[src/rtl/tmr_recovery_ctrl_pkg.sv]
// Shared types and constants for the TMR recovery scheduler.
// Core bit map everywhere: [2]=A, [1]=B, [0]=C.
package tmr_pkg;

   typedef enum logic [2:0] {
      ST_IDLE     = 3'd0,
      ST_HOLD     = 3'd1,
      ST_RESYNC   = 3'd2,
      ST_SYS_HOLD = 3'd3,
      ST_SYS_WAIT = 3'd4
   } state_t;

   localparam int NUM_CORES = 3;
   localparam int CORE_A    = 2;
   localparam int CORE_B    = 1;
   localparam int CORE_C    = 0;

   function automatic logic [2:0] core_onehot(input logic [1:0] idx);
      return 3'b001 << idx;
   endfunction

endpackage

[src/rtl/tmr_recovery_ctrl_debounce.sv]
// Per-core persistence filter: counts consecutive unmasked fault cycles,
// saturating at PERSIST; persist is asserted while the count sits at PERSIST.
module tmr_fault_debounce #(
   parameter int PERSIST = 4
) (
   input  logic clk,
   input  logic rst,
   input  logic flag,
   input  logic mask,
   input  logic clear,
   output logic persist
);

   localparam int CW = $clog2(PERSIST + 1);
   localparam logic [CW-1:0] CNT_TOP = CW'(PERSIST);
   localparam logic [CW-1:0] CNT_ONE = CW'(1);

   logic [CW-1:0] cnt;

   // Saturating run-length counter of the raw flag
   always_ff @(posedge clk) begin
      if (rst) begin
         cnt <= '0;
      end else if (mask || !flag || clear) begin
         cnt <= '0;
      end else if (cnt != CNT_TOP) begin
         cnt <= cnt + CNT_ONE;
      end else begin
         cnt <= cnt;
      end
   end

   assign persist = (cnt == CNT_TOP);

endmodule

[src/rtl/tmr_recovery_ctrl.sv]
// Recovery scheduler: debounces voter fault flags, then resets/resyncs one
// faulty core at a time, escalating to a system reset on double faults.
module tmr_recovery_ctrl
   import tmr_pkg::*;
#(
   parameter int PERSIST     = 4,
   parameter int RST_HOLD    = 8,
   parameter int RESYNC_WAIT = 16,
   parameter int MAX_RETRY   = 2,
   parameter int CNT_W       = 4
) (
   input  logic                 clk,
   input  logic                 rst,
   input  logic [2:0]           fault_flags,
   input  logic                 enable,
   input  logic                 clear_faults,
   output logic [2:0]           core_rst,
   output logic [2:0]           vote_mask,
   output logic                 sys_reset,
   output logic                 recovering,
   output logic [1:0]           recov_core,
   output logic [2:0]           failed,
   output logic                 degraded,
   output logic [3*CNT_W-1:0]   retry_cnt
);

   localparam int PH_MAX = (RST_HOLD > RESYNC_WAIT) ? RST_HOLD : RESYNC_WAIT;
   localparam int PH_W   = $clog2(PH_MAX + 1);
   localparam logic [PH_W-1:0]  HOLD_LD   = PH_W'(RST_HOLD - 1);
   localparam logic [PH_W-1:0]  WAIT_LD   = PH_W'(RESYNC_WAIT - 1);
   localparam logic [PH_W-1:0]  PH_ONE    = PH_W'(1);
   localparam logic [CNT_W-1:0] RETRY_LIM = CNT_W'(MAX_RETRY);
   localparam logic [CNT_W-1:0] CNT_ONE   = CNT_W'(1);
   localparam logic [CNT_W-1:0] CNT_SAT   = '1;

   function automatic logic [CNT_W-1:0] sat_inc(input logic [CNT_W-1:0] v);
      return (v == CNT_SAT) ? v : v + CNT_ONE;
   endfunction

   state_t           state, state_n;
   logic [PH_W-1:0]  phase, phase_n;
   logic [2:0]       core_rst_n, failed_n, vote_mask_n, clr_cnt;
   logic             sys_reset_n, recovering_n, degraded_n;
   logic [1:0]       recov_core_n, sel, n_persist;
   logic [CNT_W-1:0] retry [NUM_CORES];
   logic [CNT_W-1:0] retry_n [NUM_CORES];
   logic [2:0]       persist, ep;

   for (genvar g = 0; g < NUM_CORES; g++) begin : g_deb
      tmr_fault_debounce #(.PERSIST(PERSIST)) u_deb (
         .clk     (clk),
         .rst     (rst),
         .flag    (fault_flags[g]),
         .mask    (vote_mask[g]),
         .clear   (clr_cnt[g]),
         .persist (persist[g])
      );
   end

   // Only cores still taking part in the vote can raise a new fault
   assign ep        = persist & ~vote_mask;
   assign n_persist = {1'b0, ep[0]} + {1'b0, ep[1]} + {1'b0, ep[2]};
   assign retry_cnt = {retry[CORE_A], retry[CORE_B], retry[CORE_C]};

   // Priority pick of the single persisting core
   always_comb begin
      sel = 2'd0;
      if (ep[CORE_A]) begin
         sel = 2'd2;
      end else if (ep[CORE_B]) begin
         sel = 2'd1;
      end else begin
         sel = 2'd0;
      end
   end

   // Next-state and next-output logic
   always_comb begin
      state_n      = state;
      phase_n      = phase;
      core_rst_n   = core_rst;
      failed_n     = failed;
      retry_n      = retry;
      sys_reset_n  = sys_reset;
      recovering_n = recovering;
      recov_core_n = recov_core;
      clr_cnt      = 3'b000;
      case (state)
         ST_IDLE: begin
            if (clear_faults) begin
               failed_n   = 3'b000;
               core_rst_n = 3'b000;
               for (int i = 0; i < NUM_CORES; i++) begin
                  retry_n[i] = '0;
               end
            end else if ((n_persist >= 2'd2) || ((n_persist == 2'd1) && (|failed))) begin
               state_n     = ST_SYS_HOLD;
               core_rst_n  = 3'b111;
               sys_reset_n = 1'b1;
               phase_n     = HOLD_LD;
            end else if ((n_persist == 2'd1) && enable) begin
               if (retry[sel] < RETRY_LIM) begin
                  retry_n[sel]    = sat_inc(retry[sel]);
                  core_rst_n[sel] = 1'b1;
                  state_n         = ST_HOLD;
                  recovering_n    = 1'b1;
                  recov_core_n    = sel;
                  phase_n         = HOLD_LD;
               end else begin
                  failed_n[sel]   = 1'b1;
                  core_rst_n[sel] = 1'b1;
               end
            end else begin
               state_n = ST_IDLE;
            end
         end
         ST_HOLD, ST_RESYNC: begin
            if (|ep) begin
               // Second core fails mid-recovery: abandon it without a retry charge
               state_n      = ST_SYS_HOLD;
               core_rst_n   = 3'b111;
               sys_reset_n  = 1'b1;
               recovering_n = 1'b0;
               recov_core_n = 2'd0;
               phase_n      = HOLD_LD;
            end else if (phase != '0) begin
               phase_n = phase - PH_ONE;
            end else if (state == ST_HOLD) begin
               state_n    = ST_RESYNC;
               core_rst_n = failed;
               phase_n    = WAIT_LD;
            end else begin
               state_n      = ST_IDLE;
               recovering_n = 1'b0;
               recov_core_n = 2'd0;
               clr_cnt      = core_onehot(recov_core);
            end
         end
         ST_SYS_HOLD: begin
            if (phase != '0) begin
               phase_n = phase - PH_ONE;
            end else begin
               state_n    = ST_SYS_WAIT;
               core_rst_n = failed;
               phase_n    = WAIT_LD;
            end
         end
         ST_SYS_WAIT: begin
            if (phase != '0) begin
               phase_n = phase - PH_ONE;
            end else begin
               state_n     = ST_IDLE;
               sys_reset_n = 1'b0;
               clr_cnt     = 3'b111;
            end
         end
         default: begin
            state_n = ST_IDLE;
         end
      endcase
      vote_mask_n = failed_n | (recovering_n ? core_onehot(recov_core_n) : 3'b000);
      degraded_n  = |failed_n;
   end

   // State and registered outputs
   always_ff @(posedge clk) begin
      if (rst) begin
         state      <= ST_IDLE;
         phase      <= '0;
         core_rst   <= 3'b000;
         vote_mask  <= 3'b000;
         sys_reset  <= 1'b0;
         recovering <= 1'b0;
         recov_core <= 2'd0;
         failed     <= 3'b000;
         degraded   <= 1'b0;
         for (int i = 0; i < NUM_CORES; i++) begin
            retry[i] <= '0;
         end
      end else begin
         state      <= state_n;
         phase      <= phase_n;
         core_rst   <= core_rst_n;
         vote_mask  <= vote_mask_n;
         sys_reset  <= sys_reset_n;
         recovering <= recovering_n;
         recov_core <= recov_core_n;
         failed     <= failed_n;
         degraded   <= degraded_n;
         for (int i = 0; i < NUM_CORES; i++) begin
            retry[i] <= retry_n[i];
         end
      end
   end

endmodule

[config.mk]
export PLATFORM = sky130hd
export DESIGN_NAME = tmr_recovery_ctrl
export DESIGN_NICKNAME = d
export VERILOG_FILES = /design/src/rtl/tmr_recovery_ctrl_pkg.sv /design/src/rtl/tmr_recovery_ctrl_debounce.sv /design/src/rtl/tmr_recovery_ctrl.sv
export SDC_FILE = /design/constraint.sdc
export NUM_CORES = 1
export LEC_CHECK = 0
export BUFFER_PORTS_ARGS = -buffer_cell sky130_fd_sc_hd__buf_2
export CAP_MARGIN = 15
export CELL_PAD_IN_SITES_DETAIL_PLACEMENT = 1
export CELL_PAD_IN_SITES_GLOBAL_PLACEMENT = 2
export CORE_ASPECT_RATIO = 0.5
export CORE_MARGIN = 8
export CORE_UTILIZATION = 36
export DETAILED_ROUTE_END_ITERATION = 7
export PLACE_DENSITY = 0.92
export SLEW_MARGIN = 20
export SYNTH_ARGS = -nofsm -noshare
export SYNTH_HDL_FRONTEND = slang
export SYNTH_SLANG_ARGS = --single-unit
[constraint.sdc]
create_clock -name clk -period 6 [get_ports clk]
set_clock_uncertainty 0.2 [all_clocks]
set_input_delay 0.6 -clock clk [delete_from_list [all_inputs] [get_ports clk]]
set_output_delay 0.6 -clock clk [all_outputs]
set_load 0.02 [all_outputs]
==> results.md <==
* CP Capture Type: flop
* CORE AREA at 6650 um^2
* Cell taking the most area after synthesis: dfxtp_1
* Die area at 9870 um^2
* Fin area at 2850 um^2
* Post-Route WL at 7400 um
* RR Endpoint: retry_cnt[2]
* Setup TNS at 0 ns
* Distinct cell type count after synthesis at 62
* Initial antenna violation count at 0
* Flop2flop setup slack at 2.45 ns
* Layout filler cell count at 820
* Synth area leaders: dfxtp_1, nor2_1, nand2_1
* Synth Net Count at 321
* Worst setup path end: retry_cnt[2]
* Compound-gate portion of the synthesized area at 22.5%
* Post-synthesis adder-cell area fraction at 4.90%
* Worst Reg-to-Reg Cells at 11
* Inst Count DP at 418
* LEAKAGE at 1.20 nW
* Ant diodes at 0
* Worst-Margin Slew at 0.964 ns
* EDFF count, synth at 0
* Die W at 133 um
* Simple-Gate Fraction of Synth Area at 29.3%
* Critical-path top delay cell: fa_1
* Worst Path Required at 6.02 ns
* Number of global-route vias before repair at 2458
* Port bufs at 32
* Mapped Cells at 305
* Largest net degree at the start of global routing at 28
* Relative slew slack at 35.1%
* HP Class: flop to flop
* RD Place Congestion at 0.880
* Count leader, synth: dfxtp_1
* Clk slew on worst S/H paths at 0.06 ns
* Status: completed
* Syn-to-layout area delta at 16.0%
* Non-Filler Instances at 426
* DRC Markers at 0
* TritonRoute pass-1 iters at 4
* Worst VDD drop at 0.0000895 V
* Hold Vio Cnt, Final at 0
* RSZ-0062 raised after global routing: no
* Worst setup path class: flop to flop
* Number of buffers and inverters on the critical path at 2
* H-tree levels at 2
* Sequential share of the synthesized area at 35.1%
* Worst setup startpoint: g_deb[1].u_deb.cnt[0]
* Ports at 33
* First-pass GRT wire length at 12500 um
* Xor/xnor cell area share of the yosys netlist at 2.14%
* Fraction of registers with async set/reset at 0%
* GR Util met1 at 19.4%
* Post-synth top area share at 35.1%
* Final Slew Violations at 0
* Rows at 21
* Busiest grt layer: met2
* Period utilization at 59.2%
* Avg Synthesized Cell Area at 8.04 um^2
* Inserted Clock Buffers at 5
* Met3 Track Usage GR at 4.58%
* DIE HEIGHT at 74.4 um
* Top cells by count, synth: dfxtp_1, nor2_1, nand2_1, a21oi_1, nand3_1
* Worst hold slack at 0.249 ns
* Wire per inst at 17.4 um
* Met2 Use GR at 26.6%
* Largest family of logic cells by synthesized area: simple AND/OR/NAND/NOR gates
* Synth Register Bits at 43
* Yosys Warn Count at 0
* CTS tree: built
* Worst reg2reg path startpoint: g_deb[1].u_deb.cnt[0]
* Dpl hpwl at 5550 um
* Post-CTS setup buffers at 0
* Mux share of post-synthesis cell area at 0.867%
* Initial core utilization at 36.9%
* # setup viols final at 0
* Fin nets at 349
* Prevailing post-synth register cell: dfxtp_1
* Cell depth of the worst setup path at 11
* Worst-path cell chain: inv_1 -> ha_1 -> nand3b_2 -> inv_1 -> fa_1 -> nand2_1 -> or4_1 -> nor2_1 -> a21boi_2 -> or4b_1 -> a21oi_1
* Post-DR vias/cell at 5.50
* Min-delay src: sys_reset
* Max_cap viols at 0
* Longest Clk Path Bufs at 2
* Crit path max fanout at 9
* Placed instance area at 2670 um^2
* Final Critical Period at 3.55 ns
* PD cells at 230 nW/um^2
* CP delay by family, top: simple AND/OR/NAND/NOR gates
* Mapped cell area at 2450 um^2
* CTS root buf: clkbuf_16
* Crit path arrival time at 3.56 ns
* Number of buffers inserted by hold repair at cts at 0
* Max Fclk at 0.282 GHz
* GRT Total Usage at 15.8%
* Post_cts resized at 0
* Worst path max stage delay at 0.60 ns
* Grt ovf at 0
* Clock sinks at 43
* Routed Antenna Nets at 0
* Iteration-0 DRC Markers at 144
* Worst-Skew Late Latency at 0.29 ns
* Vias post-DR at 2341
* Most frequent CP cell: inv_1
* Worst Setup Start Kind: flop
* Share of layout cells above drive strength 1 at 18.0%
[sequential cells by signal, summed over array words and instances (netlist names)]
| register | flops |
|---|---|
| core_rst | 3 |
| degraded | 1 |
| failed | 3 |
| g_deb.u_deb.cnt | 9 |
| phase | 5 |
| recov_core | 2 |
| recovering | 1 |
| retry_cnt | 12 |
| state | 3 |
| sys_reset | 1 |
| vote_mask | 3 |
[cell type report]
type	instances	area (um^2)	share of cell area (%)
inverter	14	55.1	1.93
timing repair buffer	34	175	6.16
tap	92	115	4.05
clock buffer	6	139	4.88
clock inverter	2	35.0	1.23
multi-input combinational	235	1470	51.5
sequential	43	861	30.3
[where the power goes]
part | switching, W | internal (W)
sequential | 0.00000321 | 0.000289
combinational | 0.0000273 | 0.0000154
clock | 0.000111 | 0.000207
total | 0.000142 | 0.000512
[routing by layer]
metal / share of wire [%] / vias to the layer above
met4: 0.96 / 0
met2: 46 / 29
met3: 4.5 / 5
li1: - / 1148
met1: 49 / 1159
met5: 0 / -
[placed cells by master (no fill, tap or decap), drive strengths merged, types with 6 or more instances in the layout]
master and instances:
nand2b 6, nand3 15, nor3 11, nor2 36, o21a 6, o21ai 12, a21oi 23, and2 7
buf 34, inv 14, ha 8, clkbuf 6, dfxtp 43, nand2 35
[how the worst min path moves through the flow]
| stage | end | slack (ns) | cells past startpoint |
|---|---|---|---|
| after global routing | sys_reset | 0.29 | 2 |
| final | sys_reset | 0.25 | 2 |
| after global placement | sys_reset | 0.23 | 2 |
| after floorplan | phase[4] | 0.24 | 2 |
| after CTS | sys_reset | 0.26 | 2 |
| after detailed placement | sys_reset | 0.24 | 2 |
[stage by stage]
step / power [W] / setup WS, ns / util (%)
floorplan: 0.000329 / 2.81 / -
global placement: 0.000339 / 2.71 / 40.2
detailed placement: 0.000342 / 2.49 / 40.2
CTS: 0.000661 / 2.47 / 42.8
global route: 0.000681 / 2.26 / 42.8
finish: 0.000653 / 2.45 / 42.8
[worst register-to-register path, cell delays in order (launching register included)]
cell and delay, ns:
dfxtp_1 0.37, inv_1 0.06, ha_1 0.27, nand3b_2 0.22, inv_1 0.16, fa_1 0.60
nand2_1 0.13, or4_1 0.54, nor2_1 0.18, a21boi_2 0.11, or4b_1 0.48, a21oi_1 0.15
[logic make-up (layout without fill, tap and decap cells)]
family,count (synthesis),after routing
and+or+nand+nor,138,138
buffers and inverters,27,56
muxes,2,2
xor gates and xnor gates,6,6
AOI/OAI and AO/OA,80,80
adders and majority gates,9,9
DFF,43,43
(Power assumes the default switching activity.)
